File: src/rtl/uart_io_pkg.sv
// Shared types and byte-count constant for the UART register-transfer controller.
// UART_IO_WORD_EN selects word transfers (4 bytes); otherwise single-byte transfers.
package uart_io_pkg;

  typedef enum logic [1:0] {IDLE, RX, TX, DONE} state_e;

`ifdef UART_IO_WORD_EN
  localparam int NB = 4;
`else
  localparam int NB = 1;
`endif

  localparam logic [1:0] LAST_CNT = 2'(NB - 1);

endpackage

File: src/rtl/uart_io_ctrl_if.sv
// UART byte streams plus register writeback, bundled between the controller (master)
// and the UART/regfile side (slave).
interface uart_io_ctrl_if #(
  parameter int DATA_WIDTH = 32
);
  logic                  rx_valid;
  logic [7:0]            rx_data;
  logic                  rx_ready;
  logic                  tx_valid;
  logic [7:0]            tx_byte;
  logic                  tx_ready;
  logic                  wb_valid;
  logic [4:0]            wb_rdist;
  logic [DATA_WIDTH-1:0] wb_data;

  modport master (
    input  rx_valid, rx_data, tx_ready,
    output rx_ready, tx_valid, tx_byte, wb_valid, wb_rdist, wb_data
  );

  modport slave (
    output rx_valid, rx_data, tx_ready,
    input  rx_ready, tx_valid, tx_byte, wb_valid, wb_rdist, wb_data
  );
endinterface

File: src/rtl/uart_io_ctrl.sv
// Stalls the pipeline while moving NB bytes between a register and the UART (LSB first).
// Word mode (NB=4) is built when UART_IO_WORD_EN is defined, byte mode otherwise.
module uart_io_ctrl
  import uart_io_pkg::*;
#(
  parameter int DATA_WIDTH = 32
) (
  input  logic                  clk,
  input  logic                  rstn,
  input  logic                  UARTtoReg,
  input  logic                  RegtoUART,
  input  logic [DATA_WIDTH-1:0] register_data,
  input  logic [4:0]            rdist,
  input  logic                  flush,
  output logic                  stall,
  uart_io_ctrl_if.master        io
);

  state_e                state_q, state_d;
  logic [1:0]            cnt_q, cnt_d;
  logic [DATA_WIDTH-1:0] data_q, data_d;
  logic [4:0]            rdist_q, rdist_d;
  logic                  is_rx_q, is_rx_d;
  logic                  stall_c;

  always_ff @(posedge clk or negedge rstn) begin
    if (!rstn) begin
      state_q <= IDLE;
      cnt_q   <= 2'd0;
      data_q  <= '0;
      rdist_q <= 5'd0;
      is_rx_q <= 1'b0;
    end else begin
      state_q <= state_d;
      cnt_q   <= cnt_d;
      data_q  <= data_d;
      rdist_q <= rdist_d;
      is_rx_q <= is_rx_d;
    end
  end

  always_comb begin
    state_d     = state_q;
    cnt_d       = cnt_q;
    data_d      = data_q;
    rdist_d     = rdist_q;
    is_rx_d     = is_rx_q;
    stall_c     = 1'b0;
    io.rx_ready = 1'b0;
    io.tx_valid = 1'b0;
    io.tx_byte  = 8'd0;
    io.wb_valid = 1'b0;
    io.wb_rdist = 5'd0;
    io.wb_data  = '0;
    case (state_q)
      IDLE: begin
        stall_c = UARTtoReg | RegtoUART;
        if (!flush) begin
          // Receive takes priority when both requests arrive together.
          if (UARTtoReg) begin
            rdist_d = rdist;
            data_d  = '0;
            cnt_d   = 2'd0;
            is_rx_d = 1'b1;
            state_d = RX;
          end else if (RegtoUART) begin
            data_d  = register_data;
            cnt_d   = 2'd0;
            is_rx_d = 1'b0;
            state_d = TX;
          end
        end
      end
      RX: begin
        stall_c     = 1'b1;
        io.rx_ready = 1'b1;
        if (flush) begin
          state_d = IDLE;
        end else if (io.rx_valid) begin
          data_d[{cnt_q, 3'b000} +: 8] = io.rx_data;
          cnt_d = cnt_q + 2'd1;
          if (cnt_q == LAST_CNT) state_d = DONE;
        end
      end
      TX: begin
        stall_c     = 1'b1;
        io.tx_valid = 1'b1;
        io.tx_byte  = data_q[{cnt_q, 3'b000} +: 8];
        if (flush) begin
          state_d = IDLE;
        end else if (io.tx_ready) begin
          cnt_d = cnt_q + 2'd1;
          if (cnt_q == LAST_CNT) state_d = DONE;
        end
      end
      DONE: begin
        state_d = IDLE;
        if (is_rx_q && !flush) begin
          io.wb_valid = 1'b1;
          io.wb_rdist = rdist_q;
          io.wb_data  = data_q;
        end
      end
      default: state_d = IDLE;
    endcase
  end

  // Requests may still be asserted while reset holds the FSM in IDLE.
  assign stall = rstn & stall_c;

endmodule

File: src/flat_wrapper.sv
// flat-port wrapper written by rule: the top's interface ports become plain ports
module uart_io_ctrl_flat import uart_io_pkg::*;
#(
  parameter int DATA_WIDTH = 32
)
  (clk, rstn, UARTtoReg, RegtoUART, register_data, rdist, flush, stall, io_rx_valid, io_rx_data, io_tx_ready, io_rx_ready, io_tx_valid, io_tx_byte, io_wb_valid, io_wb_rdist, io_wb_data);
  uart_io_ctrl_if #(.DATA_WIDTH(DATA_WIDTH)) io_i ();
  input  logic clk;
  input  logic rstn;
  input  logic UARTtoReg;
  input  logic RegtoUART;
  input  logic [DATA_WIDTH-1:0] register_data;
  input  logic [4:0] rdist;
  input  logic flush;
  output logic stall;
  input wire logic [$bits(io_i.rx_valid)-1:0] io_rx_valid;
  input wire logic [$bits(io_i.rx_data)-1:0] io_rx_data;
  input wire logic [$bits(io_i.tx_ready)-1:0] io_tx_ready;
  output wire logic [$bits(io_i.rx_ready)-1:0] io_rx_ready;
  output wire logic [$bits(io_i.tx_valid)-1:0] io_tx_valid;
  output wire logic [$bits(io_i.tx_byte)-1:0] io_tx_byte;
  output wire logic [$bits(io_i.wb_valid)-1:0] io_wb_valid;
  output wire logic [$bits(io_i.wb_rdist)-1:0] io_wb_rdist;
  output wire logic [$bits(io_i.wb_data)-1:0] io_wb_data;
  assign io_i.rx_valid = io_rx_valid;
  assign io_i.rx_data = io_rx_data;
  assign io_i.tx_ready = io_tx_ready;
  assign io_rx_ready = io_i.rx_ready;
  assign io_tx_valid = io_i.tx_valid;
  assign io_tx_byte = io_i.tx_byte;
  assign io_wb_valid = io_i.wb_valid;
  assign io_wb_rdist = io_i.wb_rdist;
  assign io_wb_data = io_i.wb_data;
  uart_io_ctrl #(.DATA_WIDTH(DATA_WIDTH)) u_core (.clk(clk), .rstn(rstn), .UARTtoReg(UARTtoReg), .RegtoUART(RegtoUART), .register_data(register_data), .rdist(rdist), .flush(flush), .stall(stall), .io(io_i));
endmodule
File: config.mk
export PLATFORM = sky130hd
export DESIGN_NAME = uart_io_ctrl_flat
export DESIGN_NICKNAME = d
export VERILOG_FILES = /design/src/rtl/uart_io_pkg.sv /design/src/rtl/uart_io_ctrl_if.sv /design/src/rtl/uart_io_ctrl.sv /design/src/flat_wrapper.sv
export SDC_FILE = /design/constraint.sdc
export NUM_CORES = 1
export LEC_CHECK = 0
export BUFFER_PORTS_ARGS = -buffer_cell sky130_fd_sc_hd__buf_2
export CELL_PAD_IN_SITES_DETAIL_PLACEMENT = 1
export CELL_PAD_IN_SITES_GLOBAL_PLACEMENT = 2
export CORE_MARGIN = 2
export CORE_UTILIZATION = 30
export DETAILED_ROUTE_END_ITERATION = 7
export PLACE_DENSITY = 0.78
export SYNTH_ARGS = -nofsm -noshare
export SYNTH_HDL_FRONTEND = slang
export SYNTH_SLANG_ARGS = --single-unit
File: constraint.sdc
create_clock -name clk -period 2.3 [get_ports clk]
set_clock_uncertainty 0.2 [all_clocks]
set_input_delay 0.46 -clock clk [delete_from_list [all_inputs] [get_ports clk]]
set_output_delay 0.46 -clock clk [all_outputs]
set_load 0.005 [all_outputs]
==> reports/metrics.cfg, run 1 <==
[sta]
setup_viol=39
finalCriticalPeriod_ps=2350
rsz0062_at_grt=true
fin_ws_ps=-46.8
tightest_slew_ps=580
slew_headroom_pct=61.3
finalCritPeriodShare_pct=102
final_hold_viol_count=0
maxSlewViolCount=0
fmax_mhz=426

[floorplan]
pin_count=101
rows=35
initial_core_util_pct=30.6
dieArea_um2=10200
die_y_um=101
die_w_um=101
coreArea_um2=9200

[outcome]
violations=setup timing
outcome=complete, but fails checks

[worst_setup_path]
worstSetupPathType=register to primary output
worst-path-buf-inv=3
crit_slowest_cell=dfrtp_1
critPathMaxStageDelay_ps=430
crit_family=flip-flops
path_max_fanout=6
crit_path_start_kind=register
crit_required_ps=1640
endpoint_kind=primary output
crit_path_cell_trace=ha_2, nand2_2, nor2_4, buf_12, buf_6, and2_1, buf_2
cp_data_arrival_time_ps=1690

[detailed_routing]
post_drt_wl_per_cell_um=19.5
num_vias=2586
vias_per_cell=5.07
route.detailed.drc=0
ant_nets=0
drt_wl_total_mm=9.93
drt_iter0_markers=81
dr.pass1.iters=4

[synthesis]
ys_warn_count=0
yosysTopAreaCell=dfrtp_1
synthAdderAreaFrac_pct=4.44
async_reset_ff_share_pct=100
synth_compound_area_share_pct=22.2
synth_ff_type=dfrtp_1
yosysUniqueCellTypes=34
synthesis.nets=347
synth-simple-area-share_pct=21.7
synthTopCellsByArea=dfrtp_1, and2_1, a22oi_1
synth_top_family_by_area=compound AO/OA/AOI/OAI gates
ys_seq_area_share_pct=37.3
synth_top_area_share_pct=37.3
synth_most_common_cell=and2_1
ys_ff_latch=42
syn_area_um2=2820
synth_edf_count=0
muxShareOfSynthArea_pct=9.46
netlist_instances=285
synth_xor_area_share_pct=0
synthTopCellsByCount=and2_1, dfrtp_1, nor2_1, a22oi_1, a21oi_1
syn_area_per_cell_um2=9.89

[power]
leakage_nw=1.85
switching_share_pct=40.8
p_sw_mw=2.09
comb_power_share_pct=60.5
intPower_mw=3.03
vdd_drop_max_mv=0.366
power_density_nw_per_um2=1240
seq_power_share_pct=29.6
power_mw=5.12
power.clock.fraction_pct=9.9

[final_layout]
antennaDiodeCount=0
synthToLayoutAreaGrowth_pct=46.5
n_fill_cell=1036
final_nets=460
finalInstanceArea_um2=4130
drive_above_1_share_pct=54.4

[global_route]
grt_max_degree=43
grt_pass1_wl_mm=14.1
grt_pass1_vias=2600
antenna_found_initial=0
grt_overflow=0
grt_use_total_pct=17.9

[placed_design]
gp_congestion=0.834
placed_cell_area_um2=3510
numPortBuffers=100
dp_hpwl_mm=7.08

[clocking]
tritoncts=yes
cts_buffer_depth=2
htreeDepth=2
cts_buffers=5
cts_sinks=42
clkTransAtPathRegs_ps=90
cts_root_buf=clkbuf_8
clk_latency_ps=290

[hold_path]
hold_path.class=input pin to asynchronous set/reset pin

[run]
maxCapViolations=0

==> logic make-up (layout without fill, tap and decap cells) <==
logic type / Yosys count / in the layout
AO/OA/AOI/OAI: 80 / 80
adder cells (fa/ha/maj): 10 / 10
buffers and inverters: 24 / 138
flip-flops: 42 / 42
multiplexers: 16 / 16
AND/OR/NAND/NOR: 113 / 113
==> layout by cell type, fill, tap and decap left out, drive strengths merged, types with 3 or more instances in the layout <==
master,count
mux2i,3
a21boi,4
inv,3
nand2,7
buf,122
a21oi,32
nor2b,11
ha,10
a22oi,32
nand2b,4
nor2,39
mux2,5
clkbuf,11
a211oi,4
and2,46
mux4,8
dfrtp,42
==> layout make-up <==
class | instances | area, um^2 | area share [%]
multi-input combinational | 219 | 1780 | 43.0
sequential | 42 | 1050 | 25.5
timing repair buffer | 126 | 1050 | 25.5
tap | 111 | 139 | 3.36
clock buffer | 7 | 86.3 | 2.09
inverter | 4 | 18.8 | 0.455
clock inverter | 1 | 5.00 | 0.121
==> flip-flops by register name, indices dropped and copies added (netlist names) <==
signal / count
u_core.cnt_q: 2
u_core.is_rx_q: 1
u_core.state_q: 2
u_core.data_q: 32
u_core.rdist_q: 5
==> path summary, 6_finish.rpt <==
path | from | endpoint | slack (ps) | cells past startpoint
worst max-delay path | u_core.state_q[0] | io_wb_data[31] | -50 | 7
worst min-delay path | rstn | u_core.rdist_q[3] | 100 | 2
worst max register to register | u_core.cnt_q[0] | u_core.data_q[24] | 130 | 7
worst min register to register | u_core.rdist_q[0] | u_core.rdist_q[0] | 310 | 1
max in group asynchronous | rstn | u_core.cnt_q[0] | 1370 | 2
min in group clk | rdist[2] | u_core.rdist_q[2] | 190 | 2
==> through the flow <==
stage | instances | util (%) | setup TNS [ps] | hold WS (ps) | worst slack [ps]
6_report | 510 | 44.9 | -820 | 100 | -46.8
3_3_place_gp | 491 | 38.2 | 0 | 266 | 237
4_1_cts | 500 | 39.5 | -12.5 | 117 | -12.5
2_1_floorplan | 285 | - | 0 | -35.6 | 211
5_1_grt | 510 | 44.9 | -3690 | 135 | -127
3_5_place_dp | 491 | 38.2 | 0 | 286 | 139
==> worst reg2reg max path, stage by stage (launching register included) <==
cell and delay [ps]:
dfrtp_2 410, buf_12 130, buf_4 140, clkinvlp_4 140
ha_1 370, and4b_4 430, a22oi_1 90, a21oi_1 180
==> repair_timing <==
action                     in CTS  in global routing
cloned                          0                  6
hold buffers                    0                  0
setup endpoints to repair       7                 56
pin swaps                       0                  5
resized for setup               5                 91
setup buffers                   1                  4
==> routing by layer <==
layer	routed length (um)	track usage, %
met4	38	2.91
met1	4520	25.9
met3	335	2.15
met5	0	0
met2	5040	29.2
==> power groups by stage <==
stage / logic, mW / registers, mW / clock network (mW)
6_report: 3.10 / 1.52 / 0.506
5_1_grt: 3.38 / 1.56 / 0.549
4_1_cts: 2.64 / 1.46 / 0.518
3_5_place_dp: 2.56 / 1.47 / 0
3_3_place_gp: 2.50 / 1.45 / 0
2_1_floorplan: 1.81 / 1.32 / 0
Note: power is estimated with default switching activity, not from simulation.
==> run 2: changes to the inputs <==
==> constraint.sdc (replaced) <==
create_clock -name clk -period 2.3 [get_ports clk]
set_clock_uncertainty 0.2 [all_clocks]
set_input_delay 0.23 -clock clk [delete_from_list [all_inputs] [get_ports clk]]
set_output_delay 0.23 -clock clk [all_outputs]
set_load 0.005 [all_outputs]
==> reports/metrics.cfg, run 2 (synthesis results as in run 1) <==
[final_layout]
final_nets=454
synthToLayoutAreaGrowth_pct=28.2
final_cells=504
utilization_pct=39.3
layout_common_cells=buf_2, and2_1, dfrtp_1
finalInstanceArea_um2=3610
top_register=u_core.data_q
reg_top3=u_core.data_q (32), u_core.rdist_q (5)
drive_above_1_share_pct=39.4
largest_reg_flops=32
antennaDiodeCount=0
final_common_cell=buf_2

[hold_path]
hold_path_depth=3
hold_path.class=input pin to register
min_from=register_data[0]
min_to=u_core.data_q[0]

[global_route]
grt_use_total_pct=18.0
grt_max_degree=43
grt_pass1_wl_mm=14.1
grt_pass1_vias=2570
grt_overflow=0
antenna_found_initial=0

[placed_design]
placed_cell_area_um2=3440
dp_cells=490
numPortBuffers=100
dp_slack_ps=183
gp_congestion=0.834
dp_hpwl_mm=7.09

[clocking]
cts_buffer_depth=2
cts_buffers=5
cts_root_buf=clkbuf_8
clkTransAtPathRegs_ps=90
clk_latency_ps=300
tritoncts=yes
cts_sinks=42
htreeDepth=2

[detailed_routing]
drt_wl_total_mm=9.13
drt_iter0_markers=80
post_drt_wl_per_cell_um=18.1
route.detailed.drc=0
ant_nets=0
vias_per_cell=5.03
num_vias=2535
dr.pass1.iters=4

[floorplan]
die_w_um=101
dieArea_um2=10200
initial_core_util_pct=30.6
coreArea_um2=9200
pin_count=101
die_y_um=101
rows=35

[worst_setup_path]
crit_required_ps=1870
reg2reg_from=u_core.state_q[1]
reg2regPathDepth=7
crit_path_start_kind=register
path_max_fanout=6
ff2ff_setup_slack_ps=240
r2r-end=u_core.data_q[16]
endpoint_kind=primary output
worstSetupPathType=register to primary output
cp_data_arrival_time_ps=1760

[outcome]
outcome=finished clean

[sta]
rsz0062_at_grt=false
fin_ws_ps=113
fmax_mhz=457
slew_headroom_pct=63.7
finalSetupTns_ps=0
finalCritPeriodShare_pct=95.1
setup_viol=0
fin_hold_ws_ps=47.3
maxSlewViolCount=0
tightest_slew_ps=544
finalCriticalPeriod_ps=2190
final_hold_viol_count=0

[power]
leakage_nw=1.69
vdd_drop_max_mv=0.305
power_density_nw_per_um2=1230
power_mw=4.45

[run]
maxCapViolations=0

-- run 2: final cells by class --
cell class | instances | area (um^2)
clock buffer | 6 | 82.6
clock inverter | 2 | 12.5
fill | 1096 | 5590
inverter | 4 | 15.0
multi-input combinational | 219 | 1650
sequential | 42 | 1050
tap | 111 | 139
timing repair buffer | 120 | 666
-- run 2: worst max path at each step --
stage                                 start           endpoint  slack [ps]  depth (start not counted)
after floorplan             u_core.cnt_q[1]  u_core.state_q[0]         210                          8
after global placement    u_core.state_q[1]   u_core.data_q[3]         240                          8
after detailed placement  u_core.state_q[1]  u_core.data_q[27]         180                          7
after CTS                 u_core.state_q[0]              stall          60                          6
after global routing      u_core.state_q[1]              stall          20                          6
final                     u_core.state_q[0]              stall         110                          6
-- run 2: repair_timing --
item,4_1_cts,5_1_grt
hold buffers,6,0
gates resized for setup,1,2
pin swaps,0,0
gates cloned,0,0
endpoints found under the hold margin,47,0
buffers inserted,0,0
setup endpoints to repair,1,7
-- run 2: worst max-delay path, stage by stage, from the launching register on --
cell     delay, ps
dfrtp_1        430
inv_1          130
ha_2           280
o21ai_4        140
nor2b_1        160
nor3b_1        160
buf_2          140
-- run 2: power breakdown --
part / internal (mW) / switching, mW / leakage [nW]
combinational: 1.18 / 1.29 / 1.15
sequential: 1.13 / 0.332 / 0.493
clock: 0.242 / 0.276 / 0.0472
total: 2.55 / 1.90 / 1.69
-- run 2: routing by layer --
layer,track usage [%],up-vias,part of all wire (%)
met5,0,-,0
met4,4.26,0,1.3
met2,29.4,65,47
met1,25.1,1241,47
li1,-,1217,-
met3,2.64,12,3.9
==> run 3: changes to the inputs <==
--- a/config.mk
+++ b/config.mk
@@ -9,9 +9,10 @@
 export CELL_PAD_IN_SITES_DETAIL_PLACEMENT = 1
 export CELL_PAD_IN_SITES_GLOBAL_PLACEMENT = 2
 export CORE_MARGIN = 2
-export CORE_UTILIZATION = 30
+export CORE_UTILIZATION = 27
 export DETAILED_ROUTE_END_ITERATION = 7
-export PLACE_DENSITY = 0.78
+export GPL_TIMING_DRIVEN = 0
+export PLACE_DENSITY = 0.74
 export SYNTH_ARGS = -nofsm -noshare
 export SYNTH_HDL_FRONTEND = slang
 export SYNTH_SLANG_ARGS = --single-unit
==> constraint.sdc (replaced) <==
create_clock -name clk -period 1.8 [get_ports clk]
set_clock_uncertainty 0.2 [all_clocks]
set_input_delay 0.18 -clock clk [delete_from_list [all_inputs] [get_ports clk]]
set_output_delay 0.18 -clock clk [all_outputs]
set_load 0.005 [all_outputs]
==> reports/metrics.cfg, run 3 (synthesis results as in run 1) <==
[outcome]
outcome=complete, but fails checks
violations=hold timing, setup timing

[sta]
fin_hold_ws_ps=-166
finalSetupTns_ps=-15900
final_hold_viol_count=46
setup_viol=83
fin_ws_ps=-292
slew_headroom_pct=33.3
tightest_slew_ps=1000
fmax_mhz=478
rsz0062_at_grt=true
finalCritPeriodShare_pct=116
maxSlewViolCount=0
finalCriticalPeriod_ps=2090

[power]
switching_share_pct=41.8
power.clock.fraction_pct=9.4
seq_power_share_pct=24.4
p_sw_mw=3.59
intPower_mw=5.00
leakage_nw=2.24
comb_power_share_pct=66.2
power_density_nw_per_um2=1630
vdd_drop_max_mv=0.503

[global_route]
grt_use_total_pct=19.4
antenna_found_initial=0
grt_pass1_wl_mm=16.8
grt_overflow=0
grt_pass1_vias=3017
grt_max_degree=44

[floorplan]
die_w_um=106
die_y_um=106
rows=37
dieArea_um2=11300
initial_core_util_pct=27.5
pin_count=101
coreArea_um2=10200

[final_layout]
drive_above_1_share_pct=73.3
reg_top3=u_core.data_q (32), u_core.rdist_q (5)
final_nets=515
synthToLayoutAreaGrowth_pct=86.8
top_register=u_core.data_q
finalInstanceArea_um2=5260
final_common_cell=buf_6
layout_common_cells=buf_6, buf_2, and2_4
largest_reg_flops=32
antennaDiodeCount=0

[clocking]
cts_root_buf=clkbuf_8
cts_buffer_depth=2
htreeDepth=2
clkTransAtPathRegs_ps=100
tritoncts=yes
cts_sinks=42
cts_buffers=5
clk_latency_ps=310

[worst_setup_path]
crit_top_cell=buf_6
path_max_fanout=5
reg2regPathDepth=9
critPathMaxStageDelay_ps=510
crit_required_ps=1420
reg2reg_from=u_core.cnt_q[0]
crit_end=io_tx_byte[5]
crit_family=multiplexers
crit_slowest_cell=mux4_2
path_depth=4
r2r-end=u_core.data_q[4]
ff2ff_setup_slack_ps=-250
worst-path-buf-inv=2
crit_path_start_kind=register
cp_data_arrival_time_ps=1710
worstSetupPathType=register to primary output
endpoint_kind=primary output
cp-startpoint=u_core.cnt_q[0]
crit_path_cell_trace=buf_6, mux4_2, and2_4, buf_6

[hold_path]
hold_path.class=input pin to asynchronous set/reset pin

[detailed_routing]
ant_nets=0
num_vias=3013
dr.pass1.iters=4
post_drt_wl_per_cell_um=20.8
route.detailed.drc=0
drt_wl_total_mm=12.3
drt_iter0_markers=109
vias_per_cell=5.11

[placed_design]
dp_slack_ps=-572
gp_congestion=0.806
numPortBuffers=100
dp_hpwl_mm=7.69
placed_cell_area_um2=3540

[run]
maxCapViolations=0

-- run 3: cell types whose count changed in the layout (fill, tap and decap cells not counted), moves of 28 or more --
| cell | before | now |
|---|---|---|
| buf_2 | 100 | 55 |
| and2_4 | 0 | 45 |
| and2_1 | 46 | 1 |
| nor2_1 | 37 | 9 |
| buf_6 | 0 | 68 |
-- run 3: power by group through the flow --
| stage | Clock [mW] | Combinational (mW) | Sequential [mW] |
|---|---|---|---|
| after floorplan | 0 | 2.40 | 1.69 |
| after global placement | 0 | 3.15 | 1.87 |
| after detailed placement | 0 | 3.24 | 1.89 |
| after CTS | 0.813 | 4.30 | 1.90 |
| after global routing | 0.862 | 6.04 | 2.15 |
| final | 0.811 | 5.69 | 2.10 |
-- run 3: worst min path at each step --
stage                     startpoint                end  slack [ps]
after floorplan                 rstn    u_core.cnt_q[0]        -320
after global placement          rstn   u_core.data_q[6]         210
after detailed placement        rstn   u_core.data_q[7]         210
after CTS                       rstn  u_core.data_q[29]        -130
after global routing            rstn  u_core.data_q[29]        -100
final                           rstn   u_core.data_q[7]        -170
-- run 3: final cells by class --
class / instances / area, um^2
fillers: 1094 / 4970
multi-input cells: 219 / 2220
repair buffers: 163 / 1450
flip-flops and latches: 42 / 1050
plain buffers: 18 / 224
well taps: 136 / 170
clock buffers: 5 / 68.8
clock inverters: 3 / 43.8
inverters: 4 / 30.0
-- run 3: layer usage --
metal | share of wire [%] | track usage, %
met1 | 41 | 26.0
met2 | 51 | 33.3
met3 | 4.2 | 2.08
met4 | 3.0 | 4.79
met5 | 0 | 0
-- run 3: repair_timing --
item,in CTS,in global routing
gates cloned,7,4
resized for setup,127,143
endpoints found under the hold margin,59,45
setup buffers,16,12
hold buffers,19,5
pin swaps,33,16
endpoints found under the setup margin,88,88
-- run 3: metrics by stage --
| stage | util [%] | total power [mW] | cells |
|---|---|---|---|
| 2_1_floorplan | - | 4.09 | 285 |
| 3_3_place_gp | 34.6 | 5.02 | 521 |
| 3_5_place_dp | 34.6 | 5.13 | 521 |
| 4_1_cts | 44.6 | 7.01 | 570 |
| 5_1_grt | 51.4 | 9.05 | 590 |
| 6_report | 51.4 | 8.59 | 590 |
-- run 3: worst register-to-register path: cells and delay by family (launching register included) --
family	cells	cell delay, ps
compound gates	2	160
fa+ha+maj	1	150
buf+inv	4	530
flops	1	470
simple gates	2	450
